### src/rtl/regfile_arbiter.sv
// regfile_arbiter: shares one peripheral register block between the core bus
// master (c_*) and the debug port (d_*). One register access per transaction,
// bus parked as a read of address 0 when idle, illegal accesses flagged.
module regfile_arbiter #(
    parameter bit          FIXED_PRIO = 1'b0,
    parameter logic [3:0]  MAX_ADDR   = 4'hC,
    parameter logic [15:0] RO_MASK    = 16'h0603
) (
    input  logic        clk,
    input  logic        reset,

    input  logic        c_req,
    input  logic        c_we,
    input  logic [3:0]  c_addr,
    input  logic [3:0]  c_wben,
    input  logic [31:0] c_wdata,
    output logic        c_done,
    output logic        c_err,
    output logic [31:0] c_rdata,

    input  logic        d_req,
    input  logic        d_we,
    input  logic [3:0]  d_addr,
    input  logic [3:0]  d_wben,
    input  logic [31:0] d_wdata,
    output logic        d_done,
    output logic        d_err,
    output logic [31:0] d_rdata,

    output logic [3:0]  reg_addr,
    output logic [3:0]  reg_wben,
    output logic        reg_r_wn,
    output logic [31:0] reg_wdata,
    input  logic [31:0] reg_rdata
);

    typedef enum logic [1:0] {StIdle, StAccess, StResp} state_e;

    state_e      state_q, state_d;
    logic        last_grant_q, last_grant_d;  // 1 = debug port got the last grant
    logic        gnt_d_q, gnt_d_d;            // current transaction belongs to debug
    logic        cmd_we_q, cmd_we_d;
    logic        cmd_err_q, cmd_err_d;

    logic        c_done_q, c_done_d;
    logic        c_err_q, c_err_d;
    logic [31:0] c_rdata_q, c_rdata_d;
    logic        d_done_q, d_done_d;
    logic        d_err_q, d_err_d;
    logic [31:0] d_rdata_q, d_rdata_d;

    logic [3:0]  reg_addr_q, reg_addr_d;
    logic [3:0]  reg_wben_q, reg_wben_d;
    logic        reg_r_wn_q, reg_r_wn_d;
    logic [31:0] reg_wdata_q, reg_wdata_d;

    logic        sel_d;
    logic        sel_we;
    logic [3:0]  sel_addr;
    logic [3:0]  sel_wben;
    logic [31:0] sel_wdata;
    logic        sel_err;

    // Grant selection and legality check of the command that would be latched
    always_comb begin
        // On a tie: fixed priority favours c, otherwise serve the one not granted last
        sel_d     = d_req & (~c_req | (~FIXED_PRIO & ~last_grant_q));
        sel_we    = sel_d ? d_we    : c_we;
        sel_addr  = sel_d ? d_addr  : c_addr;
        sel_wben  = sel_d ? d_wben  : c_wben;
        sel_wdata = sel_d ? d_wdata : c_wdata;
        // Address 3 is the pin-state register: readable, never writable
        sel_err   = (sel_addr > MAX_ADDR) |
                    (sel_we & (RO_MASK[sel_addr] | (sel_addr == 4'd3)));
    end

    // Next-state and registered-output computation for the IDLE/ACCESS/RESP sequence
    always_comb begin
        state_d      = state_q;
        last_grant_d = last_grant_q;
        gnt_d_d      = gnt_d_q;
        cmd_we_d     = cmd_we_q;
        cmd_err_d    = cmd_err_q;
        c_done_d     = 1'b0;
        c_err_d      = 1'b0;
        c_rdata_d    = c_rdata_q;
        d_done_d     = 1'b0;
        d_err_d      = 1'b0;
        d_rdata_d    = d_rdata_q;
        reg_addr_d   = reg_addr_q;
        reg_wben_d   = 4'b0000;
        reg_r_wn_d   = 1'b1;
        reg_wdata_d  = 32'h0;

        unique case (state_q)
            StIdle: begin
                reg_addr_d = 4'h0;
                if (c_req || d_req) begin
                    state_d      = StAccess;
                    last_grant_d = sel_d;
                    gnt_d_d      = sel_d;
                    cmd_we_d     = sel_we;
                    cmd_err_d    = sel_err;
                    // Bus registers double as the latched address/wben/wdata
                    reg_addr_d   = sel_addr;
                    if (sel_we && !sel_err) begin
                        reg_r_wn_d  = 1'b0;
                        reg_wben_d  = sel_wben;
                        reg_wdata_d = sel_wdata;
                    end
                end
            end
            StAccess: begin
                state_d = StResp;
            end
            StResp: begin
                state_d    = StIdle;
                reg_addr_d = 4'h0;
                if (gnt_d_q) begin
                    d_done_d  = 1'b1;
                    d_err_d   = cmd_err_q;
                    d_rdata_d = (!cmd_we_q && !cmd_err_q) ? reg_rdata : 32'h0;
                end else begin
                    c_done_d  = 1'b1;
                    c_err_d   = cmd_err_q;
                    c_rdata_d = (!cmd_we_q && !cmd_err_q) ? reg_rdata : 32'h0;
                end
            end
            default: begin
                state_d    = StIdle;
                reg_addr_d = 4'h0;
            end
        endcase
    end

    // State and output registers; reset parks the bus as a read at once
    always_ff @(posedge clk or negedge reset) begin
        if (!reset) begin
            state_q      <= StIdle;
            last_grant_q <= 1'b1;
            gnt_d_q      <= 1'b0;
            cmd_we_q     <= 1'b0;
            cmd_err_q    <= 1'b0;
            c_done_q     <= 1'b0;
            c_err_q      <= 1'b0;
            c_rdata_q    <= 32'h0;
            d_done_q     <= 1'b0;
            d_err_q      <= 1'b0;
            d_rdata_q    <= 32'h0;
            reg_addr_q   <= 4'h0;
            reg_wben_q   <= 4'b0000;
            reg_r_wn_q   <= 1'b1;
            reg_wdata_q  <= 32'h0;
        end else begin
            state_q      <= state_d;
            last_grant_q <= last_grant_d;
            gnt_d_q      <= gnt_d_d;
            cmd_we_q     <= cmd_we_d;
            cmd_err_q    <= cmd_err_d;
            c_done_q     <= c_done_d;
            c_err_q      <= c_err_d;
            c_rdata_q    <= c_rdata_d;
            d_done_q     <= d_done_d;
            d_err_q      <= d_err_d;
            d_rdata_q    <= d_rdata_d;
            reg_addr_q   <= reg_addr_d;
            reg_wben_q   <= reg_wben_d;
            reg_r_wn_q   <= reg_r_wn_d;
            reg_wdata_q  <= reg_wdata_d;
        end
    end

    assign c_done    = c_done_q;
    assign c_err     = c_err_q;
    assign c_rdata   = c_rdata_q;
    assign d_done    = d_done_q;
    assign d_err     = d_err_q;
    assign d_rdata   = d_rdata_q;
    assign reg_addr  = reg_addr_q;
    assign reg_wben  = reg_wben_q;
    assign reg_r_wn  = reg_r_wn_q;
    assign reg_wdata = reg_wdata_q;

endmodule

### config.mk
export PLATFORM = sky130hd
export DESIGN_NAME = regfile_arbiter
export DESIGN_NICKNAME = d
export VERILOG_FILES = /design/src/rtl/regfile_arbiter.sv
export SDC_FILE = /design/constraint.sdc
export NUM_CORES = 1
export LEC_CHECK = 0
export BUFFER_PORTS_ARGS = -buffer_cell sky130_fd_sc_hd__buf_2
export CAP_MARGIN = 15
export CORE_UTILIZATION = 40
export DETAILED_ROUTE_END_ITERATION = 8
export PLACE_DENSITY = 0.7
export RECOVER_POWER = 100
export REMOVE_ABC_BUFFERS = 1
export SKIP_CTS_REPAIR_TIMING = 1
export SYNTH_ARGS = -nofsm -noshare
export SYNTH_HDL_FRONTEND = slang
export SYNTH_SLANG_ARGS = --single-unit
export TNS_END_PERCENT = 50
### constraint.sdc
create_clock -name clk -period 2.5 [get_ports clk]
set_input_delay 0 -clock clk [delete_from_list [all_inputs] [get_ports clk]]
set_output_delay 0 -clock clk [all_outputs]
set_load 0.01 [all_outputs]
Yosys cells after proc, flatten, opt, wreduce, memory -nomap -nowiden
Memories as Yosys holds them, arrays and structs flattened.
Index checks and enable logic that the tools add are counted.
{ "totals": {"memories": 1, "ff_bits": 115, "latch_bits": 0, "mem_bits_ro": 16, "ramBits": 0, "wordCells": 67} }
{ "memory_table": {"columns": ["name", "depth", "word_bits", "read_ports", "rd_clocked_by_memory_dff", "wr", "line", "rtl"], "rows": [
  ["(name not given)", 16, 1, 1, 0, 0, "74", "(sel_we & (RO_MASK[sel_addr] | (sel_addr == 4'd3)));"]
]} }
{ "classes": {"mul": 0, "n_lt_le_gt_ge": 2, "n_div": 0, "n_mux": 27, "n_eq_ne": 4, "reduce_logical": 10, "addsub": 0, "shifts": 0, "bitwise_logic": 8} }
{ "op_table": {"columns": ["op", "n"], "rows": [
  ["$mux 32", 5],
  ["$mux 4", 6],
  ["$mux 1", 13],
  ["$pmux 4 s2", 1],
  ["$reduce_and 2->1", 3],
  ["$lt 4x5->1 const B", 1],
  ["$eq 4x2->1 const B", 1],
  ["$gt 4x4->1 const B", 1],
  ["$pmux 2 s2", 1],
  ["$logic_not 1->1", 3],
  ["$not 1->1", 3],
  ["$or 1x1->1", 3],
  ["$and 1x1->1", 2],
  ["$eq 2x1->1 const B", 1],
  ["$eq 2x2->1 const B", 1],
  ["$logic_and 1x1->1", 2],
  ["$logic_not 2->1", 1],
  ["$mux 2", 1],
  ["$ne 2x2->1 const B", 1],
  ["$logic_or 1x1->1", 1]
]} }

Depth between registers and ports, before layout
{ "depth": {"word_depth": 14, "ltp_mapped": 11, "depth_no_buf": 8} }

Least setup slack after synthesis
OpenSTA, ideal clock, no wires.
{ "synth_timing": {"path_type": "register -> register", "from": "reg last_grant_q", "to": "reg reg_wdata_q[10], in the netlist reg_wdata[10]", "path_buffers": 3, "arrival_ps": 2160, "path_slack_ps": 243, "path_stages_with_launch": 12, "period_less_slack_ps": 2257, "cell_sequence": "dfstp_2 -> a21boi_2 -> buf_6 -> mux2i_1 -> inv_1 -> ha_1 -> nor3b_1 -> nor4bb_1 -> o22a_1 -> buf_4 -> buf_6 -> nor4_2"} }
{ "synth_between": {"elab_chain_len": 14, "elab_cells_between_ends": 18} }
{ "synth_rtl": {"columns": ["item", "line", "rtl"], "rows": [
  ["from (decl)", "40", "logic last_grant_q, last_grant_d;"],
  ["from (signal assigned)", "156", "last_grant_q <= last_grant_d;"],
  ["$not 1->1 *", "67", "sel_d = d_req & (~c_req | (~FIXED_PRIO & ~last_grant_q));"],
  ["$or 1x1->1 *", "67", null],
  ["$and 1x1->1 *", "67", null],
  ["$mux 4", "69", "sel_addr = sel_d ? d_addr : c_addr;"],
  ["$mem_v2 16x1", null, null],
  ["$mux 1 (implied by the code)", "74", null],
  ["$or 1x1->1", "74", null],
  ["$and 1x1->1", "74", null],
  ["$or 1x1->1", "73", "sel_err = (sel_addr > MAX_ADDR) |"],
  ["$logic_not 1->1", "106", "if (sel_we && !sel_err) begin"],
  ["$logic_and 1x1->1", "106", null],
  ["$mux 32 *", "106", null],
  ["$mux 32 *", "98", "if (c_req || d_req) begin"],
  ["$mux 32 *", "95", "unique case (state_q)"],
  ["named net reg_wdata_d[10]", "55", "logic [31:0] reg_wdata_q, reg_wdata_d;"],
  ["to (signal assigned)", "169", "reg_wdata_q <= reg_wdata_d;"],
  ["to (decl)", "55", null]
]} }
Mark *: on every way through the listed nets, which the timed path passes. The rest lies on a longest branch. The select of a mux whose other input is x is not followed.
A chain may end at the register's enable or synchronous reset.

Worst setup path after layout
{ "layout_timing": {"from": "reg last_grant_q", "to": "reg reg_wdata_q[29], in the netlist reg_wdata[29]"} }
The elaborated chain is that of the path after synthesis.

==> results.py <==
metrics = {
    "floorplan": {
        "rows": 39,
        "floorplan.initialDensity_pct": 41.3,
        "coreArea_um2": 11500,
        "die-width_um": 111,
        "pin_count": 227,
        "dieArea_um2": 12300,
        "die_h_um": 111,
    },
    "placed_design": {
        "io_buffer_count": 226,
        "dp_hpwl_um": 8410,
        "place_ws_ps": 46.1,
        "routabilityCongestion": 0.861,
        "place_area_um2": 6030,
    },
    "routing": {
        "antenna_left": 0,
        "drt_pre_antenna_iters": 7,
        "wire_per_inst_um": 16.2,
        "route.detailed.drc": 38,
        "vias": 4635,
        "vias_per_cell": 5.05,
        "drtIter0Drc": 334,
        "drt-total-wl_um": 14800,
    },
    "synthesis": {
        "synth-main-ff-cell": "dfrtp_1",
        "syn_avg_cell_area_um2": 11.0,
        "synth_area_um2": 4760,
        "ys_seq_area_share_pct": 60.5,
        "synth_edf_count": 0,
        "yosysUniqueCellTypes": 28,
        "syn-instance-count": 433,
        "synth-seq-cells": 115,
        "ys_async_sr_fraction_pct": 100,
        "synth_warnings": 0,
    },
    "global_route": {
        "grt_overflow": 0,
        "antenna_found_initial": 0,
        "grt_pass1_wl_um": 19800,
        "grt_pass1_vias": 4043,
        "grt_use_total_pct": 20.5,
        "grt_max_degree": 67,
    },
    "setup_path": {
        "slowest_delay_ps": 600,
        "crit_path_cell_trace": "a21boi_4 > buf_4 > mux2i_1 > o22a_2 > buf_4 > nor4_1",
        "end_kind": "register",
        "start_kind": "register",
        "cpMostUsedCell": "buf_4",
        "worst-setup-path-type": "register to register",
        "critPathRequiredTime_ps": 2760,
        "path_max_fanout": 46,
        "arrival_ps": 2740,
        "slowest_stage": "buf_4",
    },
    "min_path": {
        "holdCritPathClass": "primary input to register",
    },
    "outcome": {
        "outcome": "finished with violations",
        "violations": "DRC, hold timing",
    },
    "sta": {
        "setup_violations": 0,
        "final.min_clock_period_ps": 2480,
        "slew-limit-headroom_pct": 7.26,
        "fin_ws_ps": 17.8,
        "hold_violations": 4,
        "worst_slew_pin_slew_ps": 1390,
        "final.period_utilization_pct": 99.3,
        "finClkSkew_ps": 7.49,
        "fmax_ghz": 0.403,
        "whs_ps": -44.7,
        "maxSlewViolCount": 0,
    },
    "clock_network": {
        "cts.sinks": 115,
        "insertion_delay_ps": 400,
        "cts-root-buf": "clkbuf_16",
        "cts_tree": "done",
        "htree_levels": 4,
        "cts_inserted_buffers": 17,
        "path_clk_slew_ps": 60,
        "clockBufferDepth": 2,
    },
    "cells_and_area": {
        "num-fill-cells": 895,
        "regArea_um2": 2880,
        "drive_gt1_share_pct": 24.8,
        "multi_input_area_um2": 1710,
        "area_growth_pct": 59.3,
        "n_antenna_cell": 0,
        "nNetsFinal": 881,
        "final_area_um2": 7580,
    },
    "pwr": {
        "vdd_drop_max_mv": 0.376,
        "p_per_area_nw_per_um2": 1040,
        "p_leak_nw": 3.52,
    },
    "run": {
        "max_cap_viol_count": 0,
    },
}
cell usage after synthesis, types with 3 or more instances:
cell type  instances  share of area [%]
inv_1              7               0.55
nor4_1            17                2.2
nand3b_1           3               0.47
nor4_2            20                5.3
dfrtp_1          113                 59
clkbuf_1          22                1.7
mux2i_1           41                8.6
nand2_1          103                8.1
buf_6              3               0.71
o21ai_0           70                7.4
buf_2              9               0.95
nor2_1             5               0.39
critical path, delay by kind of cell (launching register included):
kind	cells	cell delay [ps]
AO/OA/AOI/OAI	2	550
buffers and inverters	2	770
flip-flops	1	380
multiplexers	1	220
AND/OR/NAND/NOR	1	390
sequential cells by signal (all words and copies together), names as in the netlist:
name	count
c_rdata	32
d_rdata	32
reg_wdata	32
reg_addr	4
reg_wben	4
state_q	2
c_done	1
c_err	1
cmd_err_q	1
cmd_we_q	1
d_done	1
d_err	1
gnt_d_q	1
last_grant_q	1
reg_r_wn	1
metal layers:
metal,GRT usage (%),vias to the layer above,wire [um]
met5,0,-,0
met2,33.4,229,7400
met4,7.66,0,269
li1,-,2149,-
met1,26.1,2233,6040
met3,5.90,24,1130
cell families after synthesis:
logic type | after synthesis | synth area share, %
adders and majority gates | 2 | 0.526
buffers and inverters | 42 | 4.10
muxes | 42 | 8.86
DFF | 115 | 60.5
and+or+nand+nor | 155 | 17.6
AOI/OAI and AO/OA | 77 | 8.46
final timing paths:
path / startpoint / to / slack [ps] / cells after the start
max: last_grant_q$_DFFE_PN1P_ / reg_wdata[29]$_DFF_PN0_ / 20 / 6
min: d_wdata[27] / reg_wdata[27]$_DFF_PN0_ / -40 / 3
max reg2reg: last_grant_q$_DFFE_PN1P_ / reg_wdata[29]$_DFF_PN0_ / 20 / 6
min reg2reg: c_rdata[13]$_DFFE_PN0P_ / c_rdata[13]$_DFFE_PN0P_ / 480 / 2
max in group asynchronous: reset / cmd_we_q$_DFFE_PN0P_ / 450 / 3
min in group asynchronous: reset / c_rdata[16]$_DFFE_PN0P_ / 460 / 2
layout by cell type, fill, tap and decap left out, types with 2 or more instances in the layout:
| master | instances |
|---|---|
| inv_6 | 2 |
| a21oi_1 | 2 |
| buf_12 | 2 |
| nand3b_1 | 3 |
| clkinvlp_4 | 2 |
| nor2_1 | 4 |
| nor3b_1 | 2 |
| mux2i_1 | 40 |
| inv_1 | 7 |
| nand2_1 | 103 |
| ha_1 | 2 |
| buf_2 | 115 |
| dfrtp_1 | 113 |
| nor4_2 | 22 |
| clkbuf_1 | 111 |
| bufinv_16 | 4 |
| clkinv_2 | 4 |
| clkbuf_16 | 17 |
| clkbuf_2 | 3 |
| dfstp_2 | 2 |
| nor4_1 | 15 |
| dlygate4sd3_1 | 104 |
| o21ai_0 | 69 |
| buf_4 | 9 |
stage by stage:
stage / instances / utilization [%] / setup TNS [ps] / power (mW)
2_1_floorplan: 398 / - / -82040 / 4.12
5_1_grt: 917 / 65.9 / -154 / 8.36
6_report: 917 / 65.9 / 0 / 7.91
3_5_place_dp: 776 / 52.4 / 0 / 5.24
4_1_cts: 808 / 57.8 / 0 / 7.83
3_3_place_gp: 776 / 52.4 / 0 / 5.15
report_power, final:
part           internal [mW]  switching (mW)
registers               2.48           0.331
logic                  0.932            1.61
clock network           1.69           0.863
area by class of cell:
class	count	area share [%]
clock buffers	19	5.84
clock inverters	13	2.39
inverters	7	0.346
multi-input cells	276	22.6
flip-flops and latches	115	38.0
well taps	143	2.36
repair buffers	344	28.5
No activity file was read; power rests on OpenSTA's default activity.
